--- config.mk ---
export PLATFORM = sky130hd
export DESIGN_NAME = turn_arbiter
export DESIGN_NICKNAME = d
export VERILOG_FILES = /design/src/rtl/game_pkg.sv /design/src/rtl/btn_sync.sv /design/src/rtl/turn_arbiter.sv
export SDC_FILE = /design/constraint.sdc
export NUM_CORES = 1
export LEC_CHECK = 0
export BUFFER_PORTS_ARGS = -buffer_cell sky130_fd_sc_hd__clkbuf_2
export CAP_MARGIN = 30
export CORE_MARGIN = 4
export CORE_UTILIZATION = 57
export CTS_CLUSTER_SIZE = 20
export DETAILED_ROUTE_END_ITERATION = 10
export MAX_ROUTING_LAYER = met4
export PLACE_DENSITY = 0.88
export SYNTH_ARGS = -nofsm -noshare
export SYNTH_HDL_FRONTEND = slang
export SYNTH_SLANG_ARGS = --single-unit
export TNS_END_PERCENT = 30
--- constraint.sdc ---
create_clock -name clk -period 3.7 [get_ports clk]
set_clock_uncertainty 0.1 [all_clocks]
set_input_delay 0.185 -clock clk [delete_from_list [all_inputs] [get_ports clk]]
set_output_delay 0.185 -clock clk [all_outputs]
set_load 0.05 [all_outputs]
--- src/rtl/game_pkg.sv ---
// Shared types and constants for the turn arbiter: FSM state encoding,
// player limits and a helper that picks the lowest-numbered presser.
package game_pkg;

  localparam int MAX_PLAYERS = 6;
  localparam int PLAYER_ID_W = 3;

  typedef enum logic [1:0] {
    ST_IDLE = 2'd0,
    ST_PLAY = 2'd1,
    ST_OVER = 2'd2
  } state_e;

  // Lowest set bit as a 1-based player id; 0 when no bit is set.
  function automatic logic [PLAYER_ID_W-1:0] lowest_id(input logic [MAX_PLAYERS-1:0] v);
    logic [PLAYER_ID_W-1:0] id;
    id = '0;
    for (int k = MAX_PLAYERS - 1; k >= 0; k--) begin
      if (v[k]) id = PLAYER_ID_W'(k + 1);
    end
    return id;
  endfunction

endpackage

--- src/rtl/btn_sync.sv ---
// Multi-stage synchronizer plus registered rising-edge detector for raw buttons.
// A bit only produces edges after it has been seen low once the pipeline holds real samples.
module btn_sync #(
  parameter int W      = 6,
  parameter int STAGES = 2
) (
  input  logic         clk,
  input  logic         reset,
  input  logic [W-1:0] raw,
  output logic [W-1:0] press
);

  localparam int FW = (STAGES > 0) ? $clog2(STAGES + 1) : 1;

  logic [W-1:0]  sync_q [STAGES];
  logic [W-1:0]  prev_q;
  logic [W-1:0]  armed_q;
  logic [FW-1:0] fill_q;
  logic          fill_done;
  logic [W-1:0]  sync_last;

  assign sync_last = sync_q[STAGES-1];
  assign fill_done = (fill_q == FW'(STAGES));

  // Buttons held through reset stay disarmed until they are released.
  always_ff @(posedge clk or posedge reset) begin
    if (reset) begin
      for (int i = 0; i < STAGES; i++) sync_q[i] <= '0;
      prev_q  <= '0;
      armed_q <= '0;
      fill_q  <= '0;
      press   <= '0;
    end else begin
      sync_q[0] <= raw;
      for (int i = 1; i < STAGES; i++) sync_q[i] <= sync_q[i-1];
      if (!fill_done) fill_q <= fill_q + FW'(1);
      prev_q <= sync_last;
      if (fill_done) armed_q <= armed_q | ~sync_last;
      press <= fill_done ? (sync_last & ~prev_q & armed_q) : '0;
    end
  end

endmodule

--- src/rtl/turn_arbiter.sv ---
// Turn-based game arbiter: players press in rotation; an out-of-turn press or
// a turn timeout ends the game and names the loser.
module turn_arbiter
  import game_pkg::*;
#(
  parameter int TIMEOUT_CYCLES = 1000,
  parameter int SYNC_STAGES    = 2,
  localparam int TW = (TIMEOUT_CYCLES > 1) ? $clog2(TIMEOUT_CYCLES) : 1
) (
  input  logic                   clk,
  input  logic                   reset,
  input  logic                   start,
  input  logic [2:0]             num_players,
  input  logic [MAX_PLAYERS-1:0] btn,
  output logic [PLAYER_ID_W-1:0] turn,
  output logic                   move_valid,
  output logic [PLAYER_ID_W-1:0] move_player,
  output logic                   over,
  output logic [PLAYER_ID_W-1:0] loser,
  output logic [TW-1:0]          timer,
  output state_e                 state
);

  logic [MAX_PLAYERS-1:0] press;
  logic [MAX_PLAYERS-1:0] mask;
  logic [MAX_PLAYERS-1:0] e_m;
  logic [MAX_PLAYERS-1:0] own;
  logic [MAX_PLAYERS-1:0] other;
  logic [PLAYER_ID_W-1:0] n_q;

  state_e                 state_n;
  logic [PLAYER_ID_W-1:0] turn_n, move_player_n, loser_n, n_n;
  logic                   move_valid_n, over_n;
  logic [TW-1:0]          timer_n;

  btn_sync #(.W(MAX_PLAYERS), .STAGES(SYNC_STAGES)) u_btn_sync (
    .clk   (clk),
    .reset (reset),
    .raw   (btn),
    .press (press)
  );

  always_comb begin
    for (int k = 0; k < MAX_PLAYERS; k++) mask[k] = (int'(n_q) > k);
  end

  assign e_m   = press & mask;
  assign own   = (turn != '0) ? (MAX_PLAYERS'(1) << (turn - PLAYER_ID_W'(1))) : '0;
  assign other = e_m & ~own;

  always_comb begin
    state_n       = state;
    turn_n        = turn;
    move_valid_n  = 1'b0;
    move_player_n = '0;
    over_n        = over;
    loser_n       = loser;
    timer_n       = timer;
    n_n           = n_q;
    case (state)
      ST_IDLE, ST_OVER: begin
        if (state == ST_IDLE) timer_n = '0;
        if (start) begin
          state_n = ST_PLAY;
          turn_n  = PLAYER_ID_W'(1);
          timer_n = '0;
          loser_n = '0;
          over_n  = 1'b0;
          n_n     = (num_players >= 3'd2 && num_players <= 3'd6) ? num_players : 3'd6;
        end
      end
      ST_PLAY: begin
        // Any out-of-turn press wins over a simultaneous legal press and over the timeout.
        if (other != '0) begin
          state_n = ST_OVER;
          over_n  = 1'b1;
          loser_n = lowest_id(other);
          turn_n  = '0;
        end else if (e_m == own && own != '0) begin
          move_valid_n  = 1'b1;
          move_player_n = turn;
          turn_n        = (turn == n_q) ? PLAYER_ID_W'(1) : turn + PLAYER_ID_W'(1);
          timer_n       = '0;
        end else if (timer == TW'(TIMEOUT_CYCLES - 1)) begin
          state_n = ST_OVER;
          over_n  = 1'b1;
          loser_n = turn;
          turn_n  = '0;
        end else begin
          timer_n = timer + TW'(1);
        end
      end
      default: begin
        state_n = ST_IDLE;
        turn_n  = '0;
        over_n  = 1'b0;
        loser_n = '0;
        timer_n = '0;
      end
    endcase
  end

  always_ff @(posedge clk or posedge reset) begin
    if (reset) begin
      state       <= ST_IDLE;
      turn        <= '0;
      move_valid  <= 1'b0;
      move_player <= '0;
      over        <= 1'b0;
      loser       <= '0;
      timer       <= '0;
      n_q         <= 3'd6;
    end else begin
      state       <= state_n;
      turn        <= turn_n;
      move_valid  <= move_valid_n;
      move_player <= move_player_n;
      over        <= over_n;
      loser       <= loser_n;
      timer       <= timer_n;
      n_q         <= n_n;
    end
  end

endmodule

---- Word-level counts from Yosys, hierarchy flattened ----
Index checks and enable logic that the tools add are counted.
word-level totals
  register bits after elaboration ......... 58
  latch bits .............................. 0
  bits in writable memories ............... 0
  bits in read-only memories .............. 0
  bits of input ports ..................... 12
  output and inout port bits .............. 23
  word-level logic and storage cells ...... 101
  memories ................................ 0
cells by class
  add/sub/neg operators ................... 4
  $mul .................................... 0
  divide/modulo/power cells ............... 0
  magnitude comparators ................... 8
  eq/ne operators ......................... 13
  shifts and indexed selects .............. 1
  multiplexer cells ....................... 42
  bitwise logic cells ..................... 8
  reductions and logical operators ........ 11
operators with widths
  kind                                                                   count
  3-bit 2-to-1 mux                                                       19
  10-bit 2-to-1 mux                                                      5
  6-bit bitwise AND                                                      4
  10-bit case mux with 2 select lines                                    1
  6-bit NOT                                                              3
  6-bit 2-to-1 mux                                                       2
  3-bit != test (second input constant)                                  4
  3-bit case mux with 2 select lines                                     2
  6-bit nonzero test                                                     2
  10-bit by 1-bit adder with 10-bit output (second input constant)       1
  10-bit == test (second input constant)                                 1
  2-bit 2-to-1 mux                                                       4
  1-bit 2-to-1 mux                                                       7
  6-bit == test                                                          1
  3-bit by 1-bit > comparator with 1-bit output (second input constant)  2
  3-bit by 2-bit > comparator with 1-bit output (second input constant)  2
  3-bit > comparator (second input constant)                             2
  6-bit OR                                                               1
  3-bit AND reduction                                                    2
  1-bit by 3-bit left shift with 6-bit output (first input constant)     1
  2-bit == test (second input constant)                                  2
  2-bit != test (second input constant)                                  2
  4-bit != test (second input constant)                                  1
  2-bit case mux with 2 select lines                                     1
  other kinds (13)                                                       15

---- Logic depth before layout (Yosys ltp) ----
Gate-level depths: netlist of the first run.
  depth in word-level cells ............... 13
  gate-level depth with buffers ........... 12
  gate-level depth less buffers ........... 12

---- Cells and area by module ----
From an unflattened synthesis of the first run, not the netlist that was laid out.
unflattened totals
  cells, all modules ...................... 237
  area total of the unflattened synthesis .. 2685.1 µm²
by module, submodules not included
  module        times used  cells an instance  area each (µm²)  seq. area each (µm²)
  turn_arbiter  1           178                1702.9           628.1
  btn_sync      1           59                 982.2            800.8

---- Worst setup path after synthesis of the first run ----
OpenSTA, ideal clock, no wires.
  path type ............................... flip-flop to flip-flop
  from .................................... register turn[0]
  to ...................................... register timer[8]
  library setup time ...................... 82 ps
  arrival time ............................ 3238 ps
  required time ........................... 3518 ps
  setup slack ............................. 280 ps
  cell stages (with the launch flop) ...... 12
  path buffers ............................ 0
  period minus slack after synthesis ...... 3420 ps
  cells stage by stage .................... dfrtp_1 inv_1 ha_1 nor2_1 mux2_2 nand2_1 ha_1 or3_4 or4b_4 a211oi_2 a41oi_1 a31oi_1
between the ends
  word-level cells in the longest chain between the ends .. 8
  elaborated cells on any way between the ends .. 16
  those cells by class .................... 1 x add/sub; 3 x eq/ne; 1 x shift; 4 x mux; 2 x bitwise; 5 x reduce/logical
RTL lines
  what                                                                        line                                    RTL
  start: declaration                                                          turn_arbiter.sv:15                      output logic [PLAYER_ID_W-1:0] turn,
  start signal: assignment                                                    turn_arbiter.sv:115                     turn <= turn_n;
  3-bit by 1-bit subtractor with 3-bit output                                 turn_arbiter.sv:48                      assign own = (turn != '0) ? (MAX_PLAYERS'(1) << (turn - PLAYER_ID_W'(1))) : '0;
  1-bit by 3-bit left shift with 6-bit output                                 turn_arbiter.sv:48
  6-bit 2-to-1 mux (*)                                                        turn_arbiter.sv:48
  6-bit == test, or another cell as far along                                 turn_arbiter.sv:79                      end else if (e_m == own && own != '0) begin
  1-bit logical AND or 6-bit bitwise AND (tied branches)                      turn_arbiter.sv:79, turn_arbiter.sv:49
  10-bit 2-to-1 mux or 6-bit nonzero test (tied branches)                     turn_arbiter.sv:79, turn_arbiter.sv:74
  10-bit 2-to-1 mux or 2-bit != test (tied branches)                          --
  10-bit case mux with 2 select lines or 3-bit AND reduction (tied branches)  --
  end signal: assignment                                                      turn_arbiter.sv:120                     timer <= timer_n;
  end: declaration                                                            turn_arbiter.sv:20                      output logic [TW-1:0] timer,
Mark *: on every way between the ends. The rest lies on a longest branch, timed or not. The select of a mux whose other input is x is not followed.
A chain may end at the register's enable or synchronous reset.

---- Worst setup path in the final report of the first run ----
  from .................................... register turn[1]
  to ...................................... register timer[3]
Same word-level chain as after synthesis.

==> impl_metrics.prom, run 1 <==
# TYPE chip_impl_metric gauge
chip_impl_metric{name="cts_setup_buffers",unit=""} 0
chip_impl_metric{name="rows",unit=""} 24
chip_impl_metric{name="drtPass1Iterations",unit=""} 4
chip_impl_metric{name="grt_first_pass_wirelength",unit="um"} 8630
chip_impl_metric{name="vias",unit=""} 1926
chip_impl_metric{name="finalWorstPathRequiredPeriod",unit="ns"} 3.52
chip_impl_metric{name="seq_area_frac_synth",unit=""} 0.554
chip_impl_metric{name="finalWorstSetupSlack",unit="ns"} 0.178
chip_impl_metric{name="maximum_number_of_pins_on_one_net_before_global_route_repair",unit=""} 37
chip_impl_metric{name="finalMaxSlewViolations",unit=""} 0
chip_impl_metric{name="grt_pass1_vias",unit=""} 1904
chip_impl_metric{name="final_cells",unit=""} 342
chip_impl_metric{name="synth_top_area_share",unit=""} 0.533
chip_impl_metric{name="final_antenna_violating_net_count",unit=""} 0
chip_impl_metric{name="fin_tns_setup",unit="ns"} 0
chip_impl_metric{name="irDropWorstVdd",unit="V"} 0.000378
chip_impl_metric{name="coreArea",unit="um^2"} 4350
chip_impl_metric{name="maxSlewHeadroom",unit=""} 0.531
chip_impl_metric{name="detail_route.vias_per_cell",unit=""} 5.63
chip_impl_metric{name="worst_ep_arrival_time",unit="ns"} 3.67
chip_impl_metric{name="final.period_utilization",unit=""} 0.952
chip_impl_info{name="crit_slowest_cell",value="a211oi_2"} 1
chip_impl_metric{name="avgRoutedWirePerCell",unit="um"} 14.6
chip_impl_metric{name="synth_cell_types",unit=""} 47
chip_impl_metric{name="cts_buffer_depth",unit=""} 2
chip_impl_metric{name="synth_enable_flop_cells",unit=""} 0
chip_impl_metric{name="final_net_count",unit=""} 312
chip_impl_metric{name="critical_path_rt",unit="ns"} 3.85
chip_impl_metric{name="critical-path-max-stage-delay",unit="ns"} 0.53
chip_impl_metric{name="first_iter_violations",unit=""} 152
chip_impl_metric{name="drcViolationCount",unit=""} 0
chip_impl_metric{name="die_width",unit="um"} 75.3
chip_impl_info{name="cpMostUsedCell",value="ha_1"} 1
chip_impl_metric{name="cts_resized",unit=""} 0
chip_impl_metric{name="synthesis.instances",unit=""} 236
chip_impl_metric{name="fin_total_pwr",unit="W"} 0.00207
chip_impl_metric{name="drive_gt1_frac",unit=""} 0.214
chip_impl_metric{name="cts.reportedPaths.clkPinSlew",unit="ns"} 0.07
chip_impl_info{name="post_synth_main_area_contributors",value="dfrtp_1 (53%), ha_1 (6.8%), inv_1 (3.2%), nand2_1 (3.1%), o21ai_0 (2.7%)"} 1
chip_impl_metric{name="placer_s_final_routability_congestion_estimate",unit=""} 0.949
chip_impl_metric{name="power.leakage",unit="nW"} 1.50
chip_impl_info{name="worstHoldPathType",value="input port to flop"} 1
chip_impl_info{name="critical_path.cell_chain",value="inv_1 > ha_1 > nor2_1 > mux2_2 > nand2_1 > ha_1 > or3_4 > or4b_4 > a211oi_2 > a41oi_1 > a31oi_1"} 1
chip_impl_metric{name="fill_cells",unit=""} 299
chip_impl_metric{name="maxClockFrequency",unit="GHz"} 0.284
chip_impl_info{name="critical_path_class",value="flop to flop"} 1
chip_impl_metric{name="number_of_clock_sinks_seen_by_cts",unit=""} 57
chip_impl_metric{name="antenna_found_initial",unit=""} 0
chip_impl_metric{name="floorplan.die.height",unit="um"} 75.3
chip_impl_metric{name="track_usage",unit=""} 0.215
chip_impl_info{name="synth_top_cell_by_area",value="dfrtp_1"} 1
chip_impl_metric{name="insertion_delay",unit="ns"} 0.34
chip_impl_metric{name="post_synth_instance_area",unit="um^2"} 2580
chip_impl_metric{name="wl",unit="um"} 5000
chip_impl_info{name="postSynth.topFlopCell",value="dfrtp_1"} 1
chip_impl_metric{name="finalInstanceArea",unit="um^2"} 3100
chip_impl_info{name="cts_tree",value="yes"} 1
chip_impl_metric{name="dp_hpwl",unit="um"} 3490
chip_impl_metric{name="cts_made_buffers",unit=""} 9
chip_impl_metric{name="place.detailed.instances",unit=""} 319
chip_impl_metric{name="drv_cap",unit=""} 0
chip_impl_metric{name="worst-path-max-fanout",unit=""} 9
chip_impl_metric{name="synth_nets",unit=""} 262
chip_impl_metric{name="postPlaceCellArea",unit="um^2"} 2810
chip_impl_metric{name="cts_hold_repair.buffers",unit=""} 8
chip_impl_metric{name="areaGrowthSynthToFinish",unit="%"} 20.3
chip_impl_metric{name="asyncSetResetFlopFracSynth",unit=""} 1.00
chip_impl_metric{name="grt-ovfl-total",unit=""} 0
chip_impl_info{name="crit_path_start_kind",value="flop"} 1
chip_impl_metric{name="ys_ff_latch",unit=""} 57
chip_impl_metric{name="synthesis.yosys.warnings",unit=""} 0
chip_impl_info{name="cp-end-kind",value="flop"} 1
chip_impl_metric{name="final-hold-violation-count",unit=""} 0
chip_impl_metric{name="syn-mean-instance-area",unit="um^2"} 10.9
chip_impl_metric{name="worst_slew_pin_slew",unit="ns"} 0.704
chip_impl_info{name="clock_tree.root_cell",value="clkbuf_8"} 1
chip_impl_metric{name="design.die.area",unit="um^2"} 5670
chip_impl_metric{name="design.portCount",unit=""} 35
chip_impl_metric{name="num_antenna_cells",unit=""} 0
chip_impl_metric{name="place_ws",unit="ns"} 0.268
chip_impl_info{name="rsz_0062_raised_after_global_routing",value="no"} 1
chip_impl_metric{name="power.density",unit="nW/um^2"} 668
chip_impl_metric{name="port_buffers",unit=""} 34
chip_impl_metric{name="finalSetupViolations",unit=""} 0
chip_impl_metric{name="h_tree_depth_reported_by_cts",unit=""} 3
chip_impl_metric{name="initial_core_util",unit=""} 0.593
chip_impl_info{name="status",value="completed"} 1
-- metrics by stage --
step	util	hold WS [ns]
6_report	0.713	0.0526
4_1_cts	0.713	0.0412
5_1_grt	0.713	0.0532
3_3_place_gp	0.644	0.102
3_5_place_dp	0.644	0.115
2_1_floorplan	-	0.116
-- worst max-delay path: cells and delay by family (launching register included) --
family                   cells  cell delay [ns]
multiplexers                 1             0.18
buffers and inverters        1             0.17
adder cells (fa/ha/maj)      2             0.48
flip-flops                   1             0.51
AO/OA/AOI/OAI                3             0.91
AND/OR/NAND/NOR              4             1.08
-- routing by layer --
| metal | part of all wire | track usage | routed length, um |
|---|---|---|---|
| met4 | 0.021 | 0.120 | 107 |
| met2 | 0.49 | 0.324 | 2470 |
| met3 | 0.057 | 0.0614 | 283 |
| met1 | 0.43 | 0.258 | 2140 |
| met5 | 0 | - | 0 |
-- area by class of cell --
| type | instances | area (um^2) | share of cell area |
|---|---|---|---|
| multi-input cells | 152 | 1040 | 0.336 |
| clock buffers | 10 | 138 | 0.0444 |
| well taps | 52 | 65.1 | 0.0210 |
| repair buffers | 44 | 265 | 0.0855 |
| inverters | 22 | 82.6 | 0.0266 |
| clock inverters | 5 | 80.1 | 0.0258 |
| flip-flops and latches | 57 | 1430 | 0.460 |
-- worst paths after layout --
path,to,from,cells after the start,slack [ns]
min in group asynchronous,move_player[1],reset,3,0.29
max,timer[3],turn[1],11,0.18
max reg2reg,timer[3],turn[1],11,0.18
max in group asynchronous,n_q[2],reset,4,2.38
min reg2reg,u_btn_sync.sync_last[5],u_btn_sync.sync_q[11],0,0.25
min,n_q[1],num_players[1],3,0.05
-- power breakdown --
part | switching, W | internal [W]
Sequential | 0.0000820 | 0.000696
Clock | 0.000244 | 0.000392
Combinational | 0.000444 | 0.000213
-- state kept, by name, indices dropped and copies added, names as in the netlist --
signal / cells
u_btn_sync.sync_q: 6
move_player: 3
u_btn_sync.prev_q: 6
u_btn_sync.sync_last: 6
u_btn_sync.fill_q: 2
u_btn_sync.press: 6
loser: 3
turn: 3
u_btn_sync.armed_q: 6
move_valid: 1
n_q: 3
timer: 10
over: 1
state: 1
-- synth_stat cells, types with 2 or more instances --
library cell,number
a21o_1,6
a21oi_1,8
a31oi_1,8
a41oi_1,2
and2_1,2
and3_1,4
and4b_1,4
buf_2,2
clkbuf_1,2
dfrtp_1,55
dfstp_2,2
ha_1,14
inv_1,22
mux2_2,2
mux2i_1,3
nand2_1,21
nand2b_1,5
nand3_1,7
nand4_1,3
nor2_1,10
nor2b_1,5
nor3_1,5
o211ai_1,2
o21ai_0,14
o32ai_1,2
or3_1,2
xor2_1,4
-- kinds of logic (layout without fill, tap and decap cells) --
group,after synthesis,in the layout,share of synthesized area
AO/OA/AOI/OAI,53,53,0.135
adder cells (fa/ha/maj),14,14,0.0679
flip-flops,57,57,0.554
XOR/XNOR,5,5,0.0170
AND/OR/NAND/NOR,75,75,0.164
buffers and inverters,27,81,0.0417
multiplexers,5,5,0.0204
-- cell usage in the layout, fill, tap and decap left out, types with 10 or more instances in the layout --
cell type  netlist  final
dfrtp_1         55     55
clkbuf_8         0     10
nand2_1         21     21
o21ai_0         14     14
nor2_1          10     10
clkbuf_2         0     34
ha_1            14     14
inv_1           22     21
Note: power is estimated with default switching activity, not from simulation.
==> run 2: changes to the inputs <==
--- a/config.mk
+++ b/config.mk
@@ -7,13 +7,15 @@
 export LEC_CHECK = 0
 export BUFFER_PORTS_ARGS = -buffer_cell sky130_fd_sc_hd__clkbuf_2
 export CAP_MARGIN = 30
+export CORE_ASPECT_RATIO = 1.5
 export CORE_MARGIN = 4
 export CORE_UTILIZATION = 57
 export CTS_CLUSTER_SIZE = 20
 export DETAILED_ROUTE_END_ITERATION = 10
 export MAX_ROUTING_LAYER = met4
-export PLACE_DENSITY = 0.88
+export PLACE_DENSITY = 0.79
 export SYNTH_ARGS = -nofsm -noshare
 export SYNTH_HDL_FRONTEND = slang
+export SYNTH_HIERARCHICAL = 1
 export SYNTH_SLANG_ARGS = --single-unit
 export TNS_END_PERCENT = 30
==> impl_metrics.prom, run 2 <==
# TYPE chip_impl_metric gauge
chip_impl_metric{name="final.period_utilization",unit=""} 0.886
chip_impl_metric{name="final_net_count",unit=""} 311
chip_impl_metric{name="final-hold-violation-count",unit=""} 0
chip_impl_info{name="crit_path_start_kind",value="flop"} 1
chip_impl_metric{name="avgRoutedWirePerCell",unit="um"} 15.0
chip_impl_info{name="critical_path.cell_chain",value="inv_1 > ha_1 > nor2_1 > mux2_2 > nand2_1 > ha_1 > nand4_1 > nor2_1 > a311oi_2 > or4_1 > a21oi_1"} 1
chip_impl_metric{name="drv_cap",unit=""} 0
chip_impl_metric{name="cp_num_buf_inv",unit=""} 1
chip_impl_metric{name="maximum_number_of_pins_on_one_net_before_global_route_repair",unit=""} 26
chip_impl_metric{name="maxSlewHeadroom",unit=""} 0.386
chip_impl_metric{name="maxClockFrequency",unit="GHz"} 0.305
chip_impl_metric{name="drcViolationCount",unit=""} 0
chip_impl_metric{name="synth.area.mux_share",unit=""} 0.00839
chip_impl_metric{name="design.portCount",unit=""} 35
chip_impl_metric{name="asyncSetResetFlopFracSynth",unit=""} 1.00
chip_impl_info{name="rsz_0062_raised_after_global_routing",value="no"} 1
chip_impl_metric{name="placer_s_final_routability_congestion_estimate",unit=""} 0.976
chip_impl_info{name="cts_tree",value="yes"} 1
chip_impl_metric{name="ys_ff_latch",unit=""} 57
chip_impl_info{name="post_synth_most_frequent_cells",value="dfrtp_1 (55), nand2_1 (17), inv_1 (16), ha_1 (14), nor2_1 (14)"} 1
chip_impl_info{name="clock_tree.root_cell",value="clkbuf_8"} 1
chip_impl_metric{name="rows",unit=""} 30
chip_impl_metric{name="cts_resized",unit=""} 0
chip_impl_metric{name="fin_tns_setup",unit="ns"} 0
chip_impl_metric{name="fin_total_pwr",unit="W"} 0.00215
chip_impl_metric{name="wl",unit="um"} 5290
chip_impl_metric{name="post_synth_and_or_nand_nor_area_fraction",unit=""} 0.199
chip_impl_info{name="registers.top_by_ff_count",value="timer"} 1
chip_impl_metric{name="area_taken_by_multi_input_logic_gates",unit="um^2"} 1150
chip_impl_metric{name="synthesis.yosys.warnings",unit=""} 6
chip_impl_metric{name="number_of_clock_sinks_seen_by_cts",unit=""} 57
chip_impl_metric{name="syn-mean-instance-area",unit="um^2"} 11.3
chip_impl_metric{name="synth_enable_flop_cells",unit=""} 0
chip_impl_metric{name="finalSetupViolations",unit=""} 0
chip_impl_metric{name="synth-adder-area-share",unit=""} 0.0652
chip_impl_metric{name="critical_path_rt",unit="ns"} 3.86
chip_impl_info{name="crit_family",value="simple AND/OR/NAND/NOR gates"} 1
chip_impl_metric{name="cts_made_buffers",unit=""} 9
chip_impl_metric{name="critical-path-max-stage-delay",unit="ns"} 0.53
chip_impl_metric{name="synth_xor_area_frac",unit=""} 0.0228
chip_impl_metric{name="port_buffers",unit=""} 34
chip_impl_info{name="crit_slowest_cell",value="dfrtp_1"} 1
chip_impl_metric{name="synth_top_area_share",unit=""} 0.513
chip_impl_metric{name="num_antenna_cells",unit=""} 0
chip_impl_metric{name="irDropWorstVdd",unit="V"} 0.000388
chip_impl_info{name="postSynth.topFlopCell",value="dfrtp_1"} 1
chip_impl_metric{name="post-route-util",unit=""} 0.708
chip_impl_metric{name="drtPass1Iterations",unit=""} 4
chip_impl_metric{name="worst_slew_pin_slew",unit="ns"} 0.920
chip_impl_info{name="post_synth_main_area_contributors",value="dfrtp_1 (51%), ha_1 (6.5%), nand2_1 (2.4%), inv_1 (2.2%), dfstp_2 (2.0%)"} 1
chip_impl_metric{name="power.leakage",unit="nW"} 1.49
chip_impl_metric{name="synthesis.instances",unit=""} 237
chip_impl_metric{name="initial_core_util",unit=""} 0.591
chip_impl_metric{name="first_iter_violations",unit=""} 139
chip_impl_info{name="cp-end-kind",value="flop"} 1
chip_impl_metric{name="seq_area_frac_synth",unit=""} 0.532
chip_impl_info{name="layout.cells.most_common",value="dfrtp_1"} 1
chip_impl_metric{name="final_antenna_violating_net_count",unit=""} 0
chip_impl_metric{name="grt-ovfl-total",unit=""} 0
chip_impl_metric{name="design.die.area",unit="um^2"} 5900
chip_impl_metric{name="antenna_found_initial",unit=""} 0
chip_impl_metric{name="fill_cells",unit=""} 343
chip_impl_info{name="critical_path_class",value="flop to flop"} 1
chip_impl_metric{name="grt_pass1_vias",unit=""} 1969
chip_impl_metric{name="areaGrowthSynthToFinish",unit="%"} 19.7
chip_impl_metric{name="dp_hpwl",unit="um"} 3870
chip_impl_metric{name="post_synth_instance_area",unit="um^2"} 2690
chip_impl_metric{name="worst_ep_arrival_time",unit="ns"} 3.44
chip_impl_metric{name="floorplan.die.height",unit="um"} 92.1
chip_impl_metric{name="largest_register_ff_count",unit=""} 10
chip_impl_metric{name="drive_gt1_frac",unit=""} 0.241
chip_impl_metric{name="place.detailed.instances",unit=""} 330
chip_impl_metric{name="coreArea",unit="um^2"} 4540
chip_impl_metric{name="h_tree_depth_reported_by_cts",unit=""} 3
chip_impl_metric{name="track_usage",unit=""} 0.206
chip_impl_metric{name="synth-compound-area-share",unit=""} 0.134
chip_impl_info{name="synth_top_cell_by_area",value="dfrtp_1"} 1
chip_impl_metric{name="synth_cell_types",unit=""} 59
chip_impl_info{name="synth_top_family_by_area",value="simple AND/OR/NAND/NOR gates"} 1
chip_impl_metric{name="insertion_delay",unit="ns"} 0.33
chip_impl_metric{name="detail_route.vias_per_cell",unit=""} 5.60
chip_impl_metric{name="synth_nets",unit=""} 263
chip_impl_metric{name="finalWorstPathRequiredPeriod",unit="ns"} 3.28
chip_impl_info{name="worstHoldPathType",value="input port to flop"} 1
chip_impl_metric{name="cts.reportedPaths.clkPinSlew",unit="ns"} 0.06
chip_impl_info{name="status",value="completed"} 1
chip_impl_metric{name="cts_buffer_depth",unit=""} 2
chip_impl_metric{name="vias",unit=""} 1981
chip_impl_metric{name="power.density",unit="nW/um^2"} 669
chip_impl_metric{name="worst-path-max-fanout",unit=""} 8
chip_impl_info{name="yosys.cell_count.top_type",value="dfrtp_1"} 1
chip_impl_metric{name="grt_first_pass_wirelength",unit="um"} 8980
chip_impl_metric{name="final_cells",unit=""} 354
chip_impl_metric{name="die_width",unit="um"} 64.0
chip_impl_metric{name="finalMaxSlewViolations",unit=""} 0
chip_impl_info{name="layout.cells.most_common_list",value="dfrtp_1 (55), clkbuf_2 (34), nand2_1 (17)"} 1
chip_impl_metric{name="cts_setup_buffers",unit=""} 0
chip_impl_metric{name="footprint_of_the_flip_flops_and_latches",unit="um^2"} 1430
[run 2: repair_timing]
item,4_1_cts,5_1_grt
setup endpoints to repair,0,0
hold buffers,8,0
hold endpoints to repair,45,0
[run 2: area by class of cell]
type	count	area share
flip-flops and latches	57	0.445
multi-input cells	158	0.359
repair buffers	43	0.0864
clock buffers	13	0.0463
well taps	64	0.0249
clock inverters	3	0.0202
inverters	16	0.0187
[run 2: logic make-up after synthesis]
group / count (synthesis)
AO/OA/AOI/OAI: 49
XOR/XNOR: 7
adder cells (fa/ha/maj): 14
buffers and inverters: 22
flip-flops: 57
multiplexers: 2
AND/OR/NAND/NOR: 86
[run 2: worst min-delay path: stages]
cell and delay, ns:
clkbuf_2 0.09, nor2b_1 0.05, o21ai_0 0.13
[run 2: worst paths after layout]
check,start,to,slack (ns),cells past startpoint
setup / recovery,turn[0],timer[7],0.42,11
hold / removal,num_players[1],n_q[1],0.05,3
setup reg to reg,turn[0],timer[7],0.42,11
hold reg to reg,u_btn_sync/sync_q[11],u_btn_sync/sync_last[5],0.25,0
max in group asynchronous,reset,move_player[1],2.42,3
min in group asynchronous,reset,u_btn_sync/prev_q[4],0.39,3
[run 2: metrics by stage]
stage / cell area [um^2] / setup slack [ns] / hold WS (ns)
3_3_place_gp: 2890 / 0.532 / 0.194
2_1_floorplan: 2690 / 0.544 / 0.111
4_1_cts: 3210 / 0.432 / 0.0282
6_report: 3210 / 0.421 / 0.0528
5_1_grt: 3210 / 0.187 / 0.0706
3_5_place_dp: 2920 / 0.489 / 0.195
[run 2: report_power, final]
part           switching (W)  leakage (nW)  internal, W
sequential         0.0000885         0.697     0.000695
clock               0.000231         0.108     0.000397
combinational       0.000499         0.682     0.000241
total               0.000819          1.49      0.00133
[run 2: routing by layer]
layer,track usage,share of wire,vias to the layer above
met4,0.101,0.027,0
met1,0.209,0.38,969
li1,-,-,944
met5,-,0,-
met2,0.352,0.55,54
met3,0.0650,0.044,14
==> run 3: changes to the inputs <==
--- a/config.mk
+++ b/config.mk
@@ -7,7 +7,7 @@
 export LEC_CHECK = 0
 export BUFFER_PORTS_ARGS = -buffer_cell sky130_fd_sc_hd__clkbuf_2
 export CAP_MARGIN = 30
-export CORE_ASPECT_RATIO = 1.5
+export CORE_ASPECT_RATIO = 1.4
 export CORE_MARGIN = 4
 export CORE_UTILIZATION = 57
 export CTS_CLUSTER_SIZE = 20
==> impl_metrics.prom, run 3 (synthesized netlist as in run 2, its figures left out) <==
# TYPE chip_impl_metric gauge
chip_impl_info{name="status",value="completed"} 1
chip_impl_info{name="reg2reg_from",value="turn[0]"} 1
chip_impl_metric{name="design.portCount",unit=""} 35
chip_impl_info{name="cp-end-kind",value="flop"} 1
chip_impl_metric{name="drv_cap",unit=""} 0
chip_impl_metric{name="number_of_clock_sinks_seen_by_cts",unit=""} 57
chip_impl_metric{name="switching_power",unit="W"} 0.000840
chip_impl_info{name="worstHoldPathType",value="input port to flop"} 1
chip_impl_metric{name="design.die.area",unit="um^2"} 5890
chip_impl_metric{name="power.density",unit="nW/um^2"} 674
chip_impl_metric{name="grt_pass1_vias",unit=""} 1957
chip_impl_metric{name="areaGrowthSynthToFinish",unit="%"} 19.4
chip_impl_metric{name="grt-ovfl-total",unit=""} 0
chip_impl_metric{name="h_tree_depth_reported_by_cts",unit=""} 3
chip_impl_metric{name="worst_slew_pin_slew",unit="ns"} 0.928
chip_impl_metric{name="rows",unit=""} 29
chip_impl_info{name="critical_path.cell_chain",value="inv_1 > ha_1 > nor2_1 > mux2_2 > nand2_1 > ha_1 > nand4_1 > nor2_1 > a311oi_2 > or4_1 > a21oi_1"} 1
chip_impl_metric{name="largest_register_ff_count",unit=""} 10
chip_impl_metric{name="finalWorstPathRequiredPeriod",unit="ns"} 3.27
chip_impl_metric{name="insertion_delay",unit="ns"} 0.34
chip_impl_metric{name="port_buffers",unit=""} 34
chip_impl_metric{name="grt_first_pass_wirelength",unit="um"} 9250
chip_impl_metric{name="wl_met2",unit="um"} 2920
chip_impl_info{name="crit_path_start_kind",value="flop"} 1
chip_impl_metric{name="wl_met3",unit="um"} 178
chip_impl_metric{name="dp_hpwl",unit="um"} 3880
chip_impl_info{name="crit_family",value="simple AND/OR/NAND/NOR gates"} 1
chip_impl_metric{name="final-hold-violation-count",unit=""} 0
chip_impl_info{name="layout.cells.most_common",value="dfrtp_1"} 1
chip_impl_metric{name="maxClockFrequency",unit="GHz"} 0.306
chip_impl_metric{name="die_width",unit="um"} 66.0
chip_impl_metric{name="cts_buffer_depth",unit=""} 2
chip_impl_metric{name="coreArea",unit="um^2"} 4540
chip_impl_metric{name="drive_gt1_frac",unit=""} 0.249
chip_impl_metric{name="finalMaxSlewViolations",unit=""} 0
chip_impl_info{name="cts_tree",value="yes"} 1
chip_impl_metric{name="r2r.worst_path.cells",unit=""} 11
chip_impl_info{name="critical_path_class",value="flop to flop"} 1
chip_impl_info{name="layout.cells.most_common_list",value="dfrtp_1 (55), clkbuf_2 (34), nand2_1 (17)"} 1
chip_impl_metric{name="internal-power",unit="W"} 0.00132
chip_impl_metric{name="power_frac_comb",unit=""} 0.346
chip_impl_info{name="clock_tree.root_cell",value="clkbuf_8"} 1
chip_impl_metric{name="final_net_count",unit=""} 310
chip_impl_metric{name="fin_tns_setup",unit="ns"} 0
chip_impl_metric{name="avgRoutedWirePerCell",unit="um"} 15.7
chip_impl_metric{name="antenna_found_initial",unit=""} 0
chip_impl_metric{name="detail_route.vias_per_cell",unit=""} 5.56
chip_impl_metric{name="hold_depth",unit=""} 3
chip_impl_info{name="registers.top_by_ff_count",value="timer"} 1
chip_impl_metric{name="irDropWorstVdd",unit="V"} 0.000409
chip_impl_metric{name="finalSetupViolations",unit=""} 0
chip_impl_metric{name="critical-path-max-stage-delay",unit="ns"} 0.53
chip_impl_info{name="rsz_0062_raised_after_global_routing",value="no"} 1
chip_impl_metric{name="post-route-util",unit=""} 0.707
chip_impl_metric{name="vias",unit=""} 1950
chip_impl_metric{name="worst_ep_arrival_time",unit="ns"} 3.43
chip_impl_info{name="rr_endpoint",value="timer[9]"} 1
chip_impl_metric{name="power.leakage",unit="nW"} 1.49
chip_impl_metric{name="fin_total_pwr",unit="W"} 0.00216
chip_impl_metric{name="final.period_utilization",unit=""} 0.884
chip_impl_metric{name="floorplan.die.height",unit="um"} 89.2
chip_impl_info{name="crit_path_start",value="turn[0]"} 1
chip_impl_metric{name="swShare",unit=""} 0.389
chip_impl_metric{name="critical_path_rt",unit="ns"} 3.86
chip_impl_info{name="critPathCapture",value="timer[9]"} 1
chip_impl_metric{name="track_usage",unit=""} 0.223
chip_impl_metric{name="pwr-share-seq",unit=""} 0.366
chip_impl_info{name="highest-signal-layer",value="met4"} 1
chip_impl_metric{name="num_antenna_cells",unit=""} 0
chip_impl_metric{name="number_of_stages_on_the_worst_setup_path",unit=""} 11
chip_impl_metric{name="placer_s_final_routability_congestion_estimate",unit=""} 0.932
chip_impl_metric{name="wl",unit="um"} 5500
chip_impl_metric{name="cts_made_buffers",unit=""} 9
chip_impl_metric{name="initial_core_util",unit=""} 0.592
chip_impl_metric{name="cp_num_buf_inv",unit=""} 1
chip_impl_metric{name="maxSlewHeadroom",unit=""} 0.381
chip_impl_metric{name="timing.hold.ws",unit="ns"} 0.0102
chip_impl_info{name="crit_slowest_cell",value="dfrtp_1"} 1
chip_impl_metric{name="cts.reportedPaths.clkPinSlew",unit="ns"} 0.06
chip_impl_metric{name="drtPass1Iterations",unit=""} 4
chip_impl_metric{name="final_antenna_violating_net_count",unit=""} 0
chip_impl_metric{name="ff2ff_setup_slack",unit="ns"} 0.43
chip_impl_metric{name="cts_resized",unit=""} 0
chip_impl_metric{name="wl_met1",unit="um"} 2210
chip_impl_metric{name="first_iter_violations",unit=""} 98
chip_impl_metric{name="drcViolationCount",unit=""} 0
chip_impl_metric{name="worst-path-max-fanout",unit=""} 8
chip_impl_metric{name="p_clk_frac",unit=""} 0.288
chip_impl_metric{name="maximum_number_of_pins_on_one_net_before_global_route_repair",unit=""} 27
==> run 3: metrics by stage <==
step                std cells  area, um^2  setup WS (ns)
global route              351        3210          0.208
detailed placement        328        2920          0.525
global placement          327        2890          0.583
finish                    351        3210          0.428
CTS                       351        3210          0.487
floorplan                 237        2690          0.544
==> run 3: final cells by class <==
cell class	count	area (um^2)
Inverter	16	60.1
Tap cell	62	77.6
Sequential cell	57	1430
Fill cell	330	1330
Clock inverter	2	35.0
Timing Repair Buffer	42	268
Multi-Input combinational cell	158	1150
Clock buffer	14	183
==> run 3: what timing repair did <==
action | 4_1_cts | 5_1_grt
hold buffers | 7 | 0
endpoints found under the hold margin | 61 | 0
setup buffers | 0 | 0
==> run 3: routing by layer <==
metal  GRT usage  vias up
met3      0.0491       19
met4       0.144        0
li1            -      937
met2       0.381       39
met5           -        -
met1       0.229      955
==> run 3: worst min path at each step <==
stage                     slack, ns                    end      startpoint
final                          0.01                 n_q[0]  num_players[0]
after floorplan                0.11               loser[0]           reset
after global placement         0.19   u_btn_sync/sync_q[9]          btn[3]
after detailed placement       0.06  u_btn_sync/armed_q[4]           reset
after global routing           0.02                 n_q[0]  num_players[0]
after CTS                     0.004                 n_q[0]  num_players[0]
==> run 3: worst reg2reg max path: cells and delay by family, from the launching register on <==
| kind | cells | cell delay [ns] |
|---|---|---|
| AOI/OAI and AO/OA | 2 | 0.43 |
| adders and majority gates | 2 | 0.57 |
| buffers and inverters | 1 | 0.17 |
| DFF | 1 | 0.53 |
| muxes | 1 | 0.21 |
| and+or+nand+nor | 5 | 1.20 |
==> run 3: power groups by stage <==
stage | combinational, W | sequential [W] | clock [W]
after detailed placement | 0.000732 | 0.000800 | 0
after floorplan | 0.000489 | 0.000868 | 0
after CTS | 0.000744 | 0.000790 | 0.000636
after global placement | 0.000716 | 0.000796 | 0
after global routing | 0.000814 | 0.000802 | 0.000665
final | 0.000747 | 0.000791 | 0.000621
